===== config.mk =====
export PLATFORM = sky130hd
export DESIGN_NAME = dbp_param_predictor
export DESIGN_NICKNAME = d
export VERILOG_FILES = /design/src/rtl/dbp_pkg.sv /design/src/rtl/dbp_btb.sv /design/src/rtl/dbp_param_predictor.sv
export SDC_FILE = /design/constraint.sdc
export NUM_CORES = 1
export LEC_CHECK = 0
export ABC_AREA = 1
export CELL_PAD_IN_SITES_DETAIL_PLACEMENT = 1
export CELL_PAD_IN_SITES_GLOBAL_PLACEMENT = 1
export CORE_MARGIN = 3
export CORE_UTILIZATION = 41
export CTS_BUF_LIST = sky130_fd_sc_hd__clkbuf_16
export DETAILED_ROUTE_END_ITERATION = 16
export PLACE_DENSITY = 0.84
export SLEW_MARGIN = 30
export SYNTH_ARGS = -nofsm -noshare
export SYNTH_HDL_FRONTEND = slang
export SYNTH_SLANG_ARGS = --single-unit

===== constraint.sdc =====
create_clock -name clk -period 2.3 [get_ports clk]
set_clock_uncertainty 0.2 [all_clocks]
set_input_delay 0.46 -clock clk [delete_from_list [all_inputs] [get_ports clk]]
set_output_delay 0.46 -clock clk [all_outputs]
set_load 0.03 [all_outputs]

===== src/rtl/dbp_pkg.sv =====
// Shared types for the dynamic branch predictor: 2-bit direction counter and its update rule.
package dbp_pkg;

    typedef enum logic [1:0] {
        SNT = 2'b00,
        WNT = 2'b01,
        WT  = 2'b10,
        ST  = 2'b11
    } bp_cnt_t;

    localparam bp_cnt_t RESET_CNT = WNT;

    // Saturating step toward the resolved direction; never wraps past ST or SNT.
    function automatic bp_cnt_t sat_update(input bp_cnt_t cnt, input logic taken);
        bp_cnt_t nxt;
        case (cnt)
            SNT:     nxt = taken ? WNT : SNT;
            WNT:     nxt = taken ? WT  : SNT;
            WT:      nxt = taken ? ST  : WNT;
            default: nxt = taken ? ST  : WT;
        endcase
        return nxt;
    endfunction

endpackage


===== src/rtl/dbp_btb.sv =====
// Tagged branch target buffer: one combinational read port, one synchronous write port.
module dbp_btb #(
    parameter int PC_W       = 16,
    parameter int INDEX_BITS = 4,
    parameter int TAG_BITS   = 6
) (
    input  logic                  clk,
    input  logic                  rst_n,
    input  logic [INDEX_BITS-1:0] rd_idx_i,
    input  logic [TAG_BITS-1:0]   rd_tag_i,
    output logic                  rd_hit_o,
    output logic [PC_W-1:0]       rd_target_o,
    input  logic                  wr_en_i,
    input  logic [INDEX_BITS-1:0] wr_idx_i,
    input  logic [TAG_BITS-1:0]   wr_tag_i,
    input  logic [PC_W-1:0]       wr_target_i
);

    localparam int ENTRIES = 2 ** INDEX_BITS;

    logic                valid_q  [ENTRIES];
    logic [TAG_BITS-1:0] tag_q    [ENTRIES];
    logic [PC_W-1:0]     target_q [ENTRIES];

    // NOTE: the array is built from flops, not RAM, so every entry can be cleared by the async reset.
    always_ff @(posedge clk or negedge rst_n) begin
        if (!rst_n) begin
            for (int i = 0; i < ENTRIES; i++) begin
                valid_q[i]  <= 1'b0;
                tag_q[i]    <= '0;
                target_q[i] <= '0;
            end
        end else if (wr_en_i) begin
            valid_q[wr_idx_i]  <= 1'b1;
            tag_q[wr_idx_i]    <= wr_tag_i;
            target_q[wr_idx_i] <= wr_target_i;
        end
    end

    // Reads see the stored value only; a same-cycle write becomes visible next cycle.
    always_comb begin
        rd_hit_o    = valid_q[rd_idx_i] && (tag_q[rd_idx_i] == rd_tag_i);
        rd_target_o = rd_hit_o ? target_q[rd_idx_i] : '0;
    end

endmodule


===== src/rtl/dbp_param_predictor.sv =====
// Fetch-stage dynamic branch predictor: tagged BTB, 2-bit PHT, optional gshare history,
// and saturating resolution / misprediction counters.
module dbp_param_predictor
    import dbp_pkg::*;
#(
    parameter int PC_W       = 16,
    parameter int INDEX_BITS = 4,
    parameter int TAG_BITS   = 6,
    parameter int GHR_BITS   = 0,
    parameter int CNT_W      = 16
) (
    input  logic             clk,
    input  logic             rst_n,
    input  logic             enable,
    input  logic [PC_W-1:0]  PC_curr,
    input  logic [PC_W-1:0]  IF_ID_PC_curr,
    input  logic             was_branch,
    input  logic             actual_taken,
    input  logic [PC_W-1:0]  actual_target,
    input  logic             branch_mispredicted,
    output logic             predicted_taken,
    output logic [PC_W-1:0]  predicted_target,
    output logic             btb_hit,
    output logic [CNT_W-1:0] pred_count,
    output logic [CNT_W-1:0] mispred_count
);

    localparam int ENTRIES = 2 ** INDEX_BITS;
    localparam int GHR_W   = (GHR_BITS > 0) ? GHR_BITS : 1;

    logic [INDEX_BITS-1:0] f_idx, t_idx, f_pidx, t_pidx;
    logic [TAG_BITS-1:0]   f_tag, t_tag;
    logic [GHR_W-1:0]      hist_q, hist_d;
    logic [GHR_W-1:0]      ghr_q, ghr_d;
    logic [CNT_W-1:0]      pred_cnt_q, pred_cnt_d;
    logic [CNT_W-1:0]      mis_cnt_q, mis_cnt_d;
    logic [1:0]            f_cnt;
    logic                  train;
    logic                  unused_pc;
    bp_cnt_t               pht_q [ENTRIES];

    assign f_idx  = PC_curr[INDEX_BITS:1];
    assign f_tag  = PC_curr[INDEX_BITS+TAG_BITS:INDEX_BITS+1];
    assign t_idx  = IF_ID_PC_curr[INDEX_BITS:1];
    assign t_tag  = IF_ID_PC_curr[INDEX_BITS+TAG_BITS:INDEX_BITS+1];
    assign train  = enable & was_branch;

    // In bimodal mode hist_q never leaves zero, so both XORs collapse to the plain PC index.
    assign f_pidx = f_idx ^ INDEX_BITS'(hist_q);
    assign t_pidx = t_idx ^ INDEX_BITS'(ghr_q);

    // Bit 0 and the bits above the tag do not take part in lookup.
    assign unused_pc = ^{PC_curr, IF_ID_PC_curr};

    dbp_btb #(
        .PC_W       (PC_W),
        .INDEX_BITS (INDEX_BITS),
        .TAG_BITS   (TAG_BITS)
    ) u_btb (
        .clk         (clk),
        .rst_n       (rst_n),
        .rd_idx_i    (f_idx),
        .rd_tag_i    (f_tag),
        .rd_hit_o    (btb_hit),
        .rd_target_o (predicted_target),
        .wr_en_i     (train & actual_taken),
        .wr_idx_i    (t_idx),
        .wr_tag_i    (t_tag),
        .wr_target_i (actual_target)
    );

    assign f_cnt           = pht_q[f_pidx];
    assign predicted_taken = btb_hit & f_cnt[1];
    assign pred_count      = pred_cnt_q;
    assign mispred_count   = mis_cnt_q;

    // NOTE: every variable gets a hold default before any condition, so no path infers a latch.
    always_comb begin
        ghr_d      = ghr_q;
        hist_d     = hist_q;
        pred_cnt_d = pred_cnt_q;
        mis_cnt_d  = mis_cnt_q;
        if (enable) begin
            ghr_d = hist_q;
        end
        if (train) begin
            if (GHR_BITS > 0) begin
                hist_d = GHR_W'({hist_q, actual_taken});
            end
            if (pred_cnt_q != '1) begin
                pred_cnt_d = pred_cnt_q + CNT_W'(1);
            end
            if (branch_mispredicted && (mis_cnt_q != '1)) begin
                mis_cnt_d = mis_cnt_q + CNT_W'(1);
            end
        end
    end

    // NOTE: state updates use <= so every register samples pre-edge values, whatever the statement order.
    always_ff @(posedge clk or negedge rst_n) begin
        if (!rst_n) begin
            ghr_q      <= '0;
            hist_q     <= '0;
            pred_cnt_q <= '0;
            mis_cnt_q  <= '0;
            for (int i = 0; i < ENTRIES; i++) begin
                pht_q[i] <= RESET_CNT;
            end
        end else begin
            ghr_q      <= ghr_d;
            hist_q     <= hist_d;
            pred_cnt_q <= pred_cnt_d;
            mis_cnt_q  <= mis_cnt_d;
            if (train) begin
                pht_q[t_pidx] <= sat_update(pht_q[t_pidx], actual_taken);
            end
        end
    end

endmodule


==> impl_metrics.env, run 1 <==
export IMPL_outcome="finished, violations left"
export IMPL_violations="setup timing"
export IMPL_fin_crit_sh=1.40
export IMPL_async_flop_share=1.00
export IMPL_syn_area_per_cell_um2=8.10
export IMPL_synthCells=2494
export IMPL_synth_ff_type="dfrtp_1"
export IMPL_place_ws_ps=-874
export IMPL_cp_top_family="simple AND/OR/NAND/NOR gates"
export IMPL_path_cells="nor2_2 -> nor2_1 -> o21ai_1 -> nand3_1 -> nand3_1 -> nand2_1 -> nand2_1 -> nand3_2 -> nor2_4 -> nand2_8 -> buf_12 -> nor2_4 -> buf_12"
export IMPL_post_dp_hpwl_um=43300
export IMPL_wl_per_cell_um=20.4
export IMPL_cpMaxStageDelayCell="dfrtp_1"
export IMPL_antenna_found_initial=0
export IMPL_grt_util_all_layers=0.262
export IMPL_ys_types=37
export IMPL_r2r_start="mispred_count[3]$_DFFE_PN0P_"
export IMPL_hold_violations=0
export IMPL_grt_overflow=0
export IMPL_design_area_mm2=0.0248
export IMPL_clkSinkCount=432
export IMPL_leakage_nw=11.7
export IMPL_fin_ws_ps=-925
export IMPL_synth_seq_cells=432
export IMPL_crit_type="flop to primary output"
export IMPL_reg2reg_slack_ps=220
export IMPL_cp_num_buf_inv=2
export IMPL_end_kind="primary output"
export IMPL_num_nets_final=2704
export IMPL_gp_congestion=0.844
export IMPL_rsz0062_at_grt="true"
export IMPL_dieArea_mm2=0.0520
export IMPL_wl_um=68200
export IMPL_drc=0
export IMPL_firstDrtPassIters=5
export IMPL_grt_pass1_wl_um=110000
export IMPL_start_kind="flop"
export IMPL_syn_num_nets=2550
export IMPL_clock_path_buffers=3
export IMPL_n_antenna_cell=0
export IMPL_die_x_um=228
export IMPL_layout_min_cycle_time_ps=3230
export IMPL_insertion_delay_ps=590
export IMPL_maxSlewHeadroom=0.563
export IMPL_cts_root_buf="clkbuf_16"
export IMPL_netlist_area_mm2=0.0202
export IMPL_numCtsBuffers=46
export IMPL_synth_edff_count=0
export IMPL_whs_ps=164
export IMPL_initial_core_util=0.419
export IMPL_arrival_ps=2570
export IMPL_drt_initial_drc_count=1373
export IMPL_port_buffers=91
export IMPL_h_tree_depth=2
export IMPL_critPathMaxStageDelay_ps=400
export IMPL_dpl_cell_area_mm2=0.0232
export IMPL_max_freq_ghz=0.310
export IMPL_crit_fanout=5
export IMPL_grt_max_degree=70
export IMPL_slew_violations=0
export IMPL_required_ps=1640
export IMPL_rows=80
export IMPL_ant_nets=0
export IMPL_hp_class="input port to asynchronous set/reset pin"
export IMPL_ir_worst_vdd_uv=614
export IMPL_fin_cells=3338
export IMPL_dp_cells=3252
export IMPL_cap_violations=0
export IMPL_synth_warnings=0
export IMPL_cts_tree="yes"
export IMPL_area_growth_pct=22.7
export IMPL_chipHeight_um=228
export IMPL_synth_seq_area_share=0.536
export IMPL_tightestPinTransition_ps=656
export IMPL_dr_total_vias=18500
export IMPL_coreArea_mm2=0.0481
export IMPL_grt_pass1_vias=20100
export IMPL_ff2ff_path_depth=9
export IMPL_drive_above_1_share=0.128
export IMPL_clk_pin_slew_worst_paths_ps=70
export IMPL_powerDensity_mw_per_mm2=799
export IMPL_avgViaCountPerCell=5.55
export IMPL_setup_viol=18
export IMPL_io_pins=104
export IMPL_reg2reg_to="mispred_count[13]$_DFFE_PN0P_"
routing by layer:
metal / vias to the layer above / share of wire / GRT usage
li1: 8409 / - / -
met1: 9499 / 0.41 / 0.332
met2: 457 / 0.51 / 0.460
met3: 151 / 0.043 / 0.0296
met4: 0 / 0.036 / 0.102
met5: - / 0 / 0
state kept, by name (all words and copies together), names as in the netlist:
name	count
u_btb.valid_q	16
pred_count	16
u_btb.target_q	256
pht_q	32
mispred_count	16
u_btb.tag_q	96
cells in the final DEF, fill, tap and decap left out, types with 29 or more instances in the layout:
master	netlist	routed
nor2_1	80	61
o21ai_0	367	366
dlygate4sd2_1	0	32
a21oi_1	41	41
clkdlybuf4s50_1	0	37
inv_1	137	150
buf_12	0	56
a32o_1	29	29
buf_4	9	142
clkbuf_16	0	47
dfrtp_1	416	416
nand3_1	187	182
nand2_1	891	890
worst reg2reg max path, cell delays in order, from the launching register on:
cell and delay, ps:
dfrtp_1 400, nand2_1 80, inv_1 80, nand2_1 70, nor3_1 270, inv_1 120
nor3_1 340, nand2_1 160, nor2_1 140, xor2_1 150
through the flow:
step                      utilization  setup TNS [ps]  power, mW
after detailed placement        0.483         -117320       12.7
after floorplan                     -           -3760       11.2
after global routing            0.515          -18820       20.7
after global placement          0.483          -88850       12.4
final                           0.515          -15860       19.8
after CTS                       0.513          -15600       19.9
power breakdown:
part           internal [mW]  leakage [nW]  total (mW)  switching, mW
clock                   4.04         0.744        7.23           3.20
combinational           1.25          5.38        3.26           2.01
sequential              8.65          5.59        9.30          0.646
total                   13.9          11.7        19.8           5.85
area by class of cell:
| cell class | count | area (um2) |
|---|---|---|
| clock inverters | 35 | 248 |
| flip-flops and latches | 432 | 10800 |
| inverters | 145 | 559 |
| multi-input cells | 1747 | 8200 |
| fillers | 5689 | 23400 |
| repair buffers | 276 | 2950 |
| well taps | 656 | 821 |
| clock buffers | 47 | 1180 |
repair_timing:
item,4_1_cts,5_1_grt
hold buffers,1,0
gates resized for setup,46,10
cloned,1,0
pin swaps,10,9
endpoints found under the hold margin,389,0
setup endpoints to repair,50,19
buffers inserted,1,1
cells in the mapped netlist (2+ instances only):
| cell type | number | area [um2] |
|---|---|---|
| ha_1 | 2 | 25.0 |
| inv_2 | 6 | 22.5 |
| clkbuf_1 | 101 | 379 |
| dfrtp_1 | 416 | 10400 |
| a21oi_1 | 41 | 205 |
| a32o_1 | 29 | 290 |
| nor2_4 | 3 | 33.8 |
| buf_1 | 6 | 22.5 |
| mux2i_1 | 3 | 30.0 |
| o21ai_1 | 27 | 135 |
| nand4_1 | 6 | 37.5 |
| nor2_2 | 11 | 68.8 |
| buf_4 | 9 | 67.6 |
| nand3_1 | 187 | 936 |
| inv_1 | 137 | 514 |
| dfstp_2 | 16 | 420 |
| buf_2 | 42 | 210 |
| nor3_1 | 7 | 35.0 |
| nand2_1 | 891 | 3340 |
| buf_6 | 12 | 135 |
| o22ai_1 | 9 | 56.3 |
| a22oi_1 | 16 | 120 |
| o211ai_1 | 23 | 173 |
| o21ai_0 | 367 | 1840 |
| xor2_1 | 16 | 140 |
| nand2_2 | 8 | 50.1 |
| xnor2_1 | 14 | 123 |
| nor2_1 | 80 | 300 |
logic make-up (layout without fill, tap and decap cells):
group / after synthesis / after routing / synth area share
AOI/OAI and AO/OA: 514 / 514 / 0.140
xor gates and xnor gates: 30 / 30 / 0.0130
adders and majority gates: 2 / 2 / 0.00124
buffers and inverters: 315 / 503 / 0.0675
DFF: 432 / 432 / 0.536
muxes: 4 / 4 / 0.00204
and+or+nand+nor: 1197 / 1197 / 0.240
how the worst max path moves through the flow:
stage                           startpoint              endpoint  cells after the start
4_1_cts        u_btb.tag_q[34]$_DFFE_PN0P_   predicted_target[9]                     14
2_1_floorplan                   PC_curr[1]  predicted_target[10]                     16
6_report       u_btb.tag_q[83]$_DFFE_PN0P_   predicted_target[9]                     13
5_1_grt        u_btb.tag_q[83]$_DFFE_PN0P_   predicted_target[9]                     13
3_5_place_dp                    PC_curr[4]       predicted_taken                     11
3_3_place_gp                    PC_curr[4]       predicted_taken                     11
Power figures use the tool's default switching activity.
==> run 2: changes to the inputs <==
- CORE_ASPECT_RATIO: default -> 0.5
- MAX_ROUTING_LAYER: default -> met4
==> run 2 against run 1 <==
- the flow still finishes with violations (setup timing)
- flip-flop and latch count stayed put
- global-route usage is 1.4 points higher
- combinational power hardly changed
- core utilization is 0.57 points higher
- register-to-register slack hardly changed
- clock power is 2% lower
- die area is 0.31% higher
- hold slack better by 30 ps
- highest routed layer unchanged
==> impl_metrics.env, run 2 (same netlist as run 1, synthesis figures left out) <==
export IMPL_tns_ps=-13480
export IMPL_path_cells="inv_1 -> nand2_2 -> o211ai_1 -> nand3_1 -> nand3_2 -> nand2_1 -> nand2_1 -> nand2_1 -> nor2_4 -> nand2_8 -> buf_12 -> nor2_4 -> buf_12"
export IMPL_max_freq_ghz=0.325
export IMPL_clock_path_buffers=3
export IMPL_ir_worst_vdd_uv=645
export IMPL_outcome="finished, violations left"
export IMPL_violations="setup timing"
export IMPL_grt_busiest_layer="met2"
export IMPL_crit_top_cell="nand2_1"
export IMPL_met3_usage=0.0374
export IMPL_die_x_um=320
export IMPL_h_tree_depth=2
export IMPL_fin_crit_sh=1.34
export IMPL_maxSlewHeadroom=0.560
export IMPL_rsz0062_at_grt="true"
export IMPL_place_ws_ps=-860
export IMPL_grt_pass1_vias=20000
export IMPL_critPathMaxStageDelay_ps=370
export IMPL_slew_violations=0
export IMPL_cap_violations=0
export IMPL_area_growth_pct=22.9
export IMPL_ant_nets=0
export IMPL_pwr_share_seq=0.472
export IMPL_layout_min_cycle_time_ps=3070
export IMPL_rows=56
export IMPL_insertion_delay_ps=560
export IMPL_antenna_found_initial=1
export IMPL_gp_congestion=0.867
export IMPL_numCtsBuffers=42
export IMPL_dpl_cell_area_mm2=0.0233
export IMPL_reg2reg_slack_ps=210
export IMPL_firstDrtPassIters=5
export IMPL_drive_above_1_share=0.139
export IMPL_cts_root_buf="clkbuf_16"
export IMPL_num_nets_final=2705
export IMPL_chipHeight_um=163
export IMPL_ff2ff_path_depth=12
export IMPL_cp_top_family="simple AND/OR/NAND/NOR gates"
export IMPL_post_dp_hpwl_um=42600
export IMPL_dieArea_mm2=0.0521
export IMPL_port_buffers=91
export IMPL_crit_type="flop to primary output"
export IMPL_clk_pin_slew_worst_paths_ps=70
export IMPL_drc=0
export IMPL_wl_per_cell_um=20.8
export IMPL_grt_util_all_layers=0.276
export IMPL_io_pins=104
export IMPL_finalPower_mw=19.7
export IMPL_layout_commonest_cell="nand2_1"
export IMPL_largest_reg_flops=256
export IMPL_start_kind="flop"
export IMPL_setup_viol=18
export IMPL_cts_tree="yes"
export IMPL_powerDensity_mw_per_mm2=795
export IMPL_crit_fanout=7
export IMPL_hp_class="input port to asynchronous set/reset pin"
export IMPL_fin_ws_ps=-774
export IMPL_largest_register="u_btb.target_q"
export IMPL_grt_max_degree=67
export IMPL_tightestPinTransition_ps=653
export IMPL_cpMaxStageDelayCell="dfrtp_1"
export IMPL_coreArea_mm2=0.0477
export IMPL_comb_power_share=0.167
export IMPL_met1_usage=0.346
export IMPL_end_kind="primary output"
export IMPL_grt_use_met2=0.463
export IMPL_p_int_mw=13.8
export IMPL_leakage_nw=11.7
export IMPL_clkPwrFrac=0.361
export IMPL_r2r_start="pred_count[1]$_DFFE_PN0P_"
export IMPL_arrival_ps=2410
export IMPL_cp_num_buf_inv=3
export IMPL_reg2reg_to="pred_count[10]$_DFFE_PN0P_"
export IMPL_hold_violations=0
export IMPL_clkSinkCount=432
export IMPL_avgViaCountPerCell=5.59
export IMPL_switching_share=0.299
export IMPL_top_regs="u_btb.target_q x256, u_btb.tag_q x96, pht_q x32"
export IMPL_whs_ps=194
export IMPL_wl_um=69100
export IMPL_layout_common_cells="nand2_1, dfrtp_1, o21ai_0"
export IMPL_required_ps=1640
export IMPL_drt_initial_drc_count=1665
export IMPL_grt_pass1_wl_um=111000
export IMPL_grt_overflow=0
export IMPL_switching_power_mw=5.89
export IMPL_initial_core_util=0.423
export IMPL_dr_total_vias=18600
export IMPL_design_area_mm2=0.0248
-- run 2: final cells by class --
| type | count | area [um2] |
|---|---|---|
| flip-flops and latches | 432 | 10800 |
| multi-input cells | 1747 | 8260 |
| well taps | 638 | 798 |
| fillers | 5591 | 22900 |
| clock buffers | 42 | 1050 |
| repair buffers | 281 | 3000 |
| inverters | 145 | 566 |
| diodes | 1 | 2.50 |
| clock inverters | 35 | 320 |
-- run 2: worst max path at each step --
stage                           startpoint  depth (start not counted)  slack, ps              endpoint
2_1_floorplan                   PC_curr[1]                         16       -240  predicted_target[10]
3_3_place_gp                    PC_curr[2]                         15       -810       predicted_taken
3_5_place_dp                    PC_curr[2]                         15       -860  predicted_target[10]
4_1_cts        u_btb.tag_q[61]$_DFFE_PN0P_                         13       -830  predicted_target[14]
5_1_grt        u_btb.tag_q[54]$_DFFE_PN0P_                         13       -900  predicted_target[14]
6_report       u_btb.tag_q[90]$_DFFE_PN0P_                         13       -770  predicted_target[14]
-- run 2: power groups by stage --
stage / logic, mW / clock network, mW / registers, mW
final: 3.29 / 7.12 / 9.31
after detailed placement: 3.25 / 0 / 9.39
after CTS: 3.28 / 7.22 / 9.28
after floorplan: 1.77 / 0 / 9.42
after global placement: 3.08 / 0 / 9.33
after global routing: 3.69 / 7.57 / 9.42
-- run 2: per-stage QoR --
stage | instances | utilization
global placement | 3238 | 0.487
CTS | 3319 | 0.518
global route | 3321 | 0.520
finish | 3321 | 0.520
floorplan | 2494 | -
detailed placement | 3238 | 0.487
-- run 2: routing by layer --
layer,part of all wire,wire (um),vias up
li1,-,-,8417
met1,0.42,29400,9481
met2,0.49,33700,518
met3,0.053,3690,148
met4,0.034,2340,0
met5,0,0,-
-- run 2: timing repair --
item,4_1_cts,5_1_grt
pin swaps,10,7
resized for setup,54,27
endpoints found under the hold margin,244,0
setup buffers,2,1
setup endpoints to repair,48,22
hold buffers,1,0
gates cloned,1,0
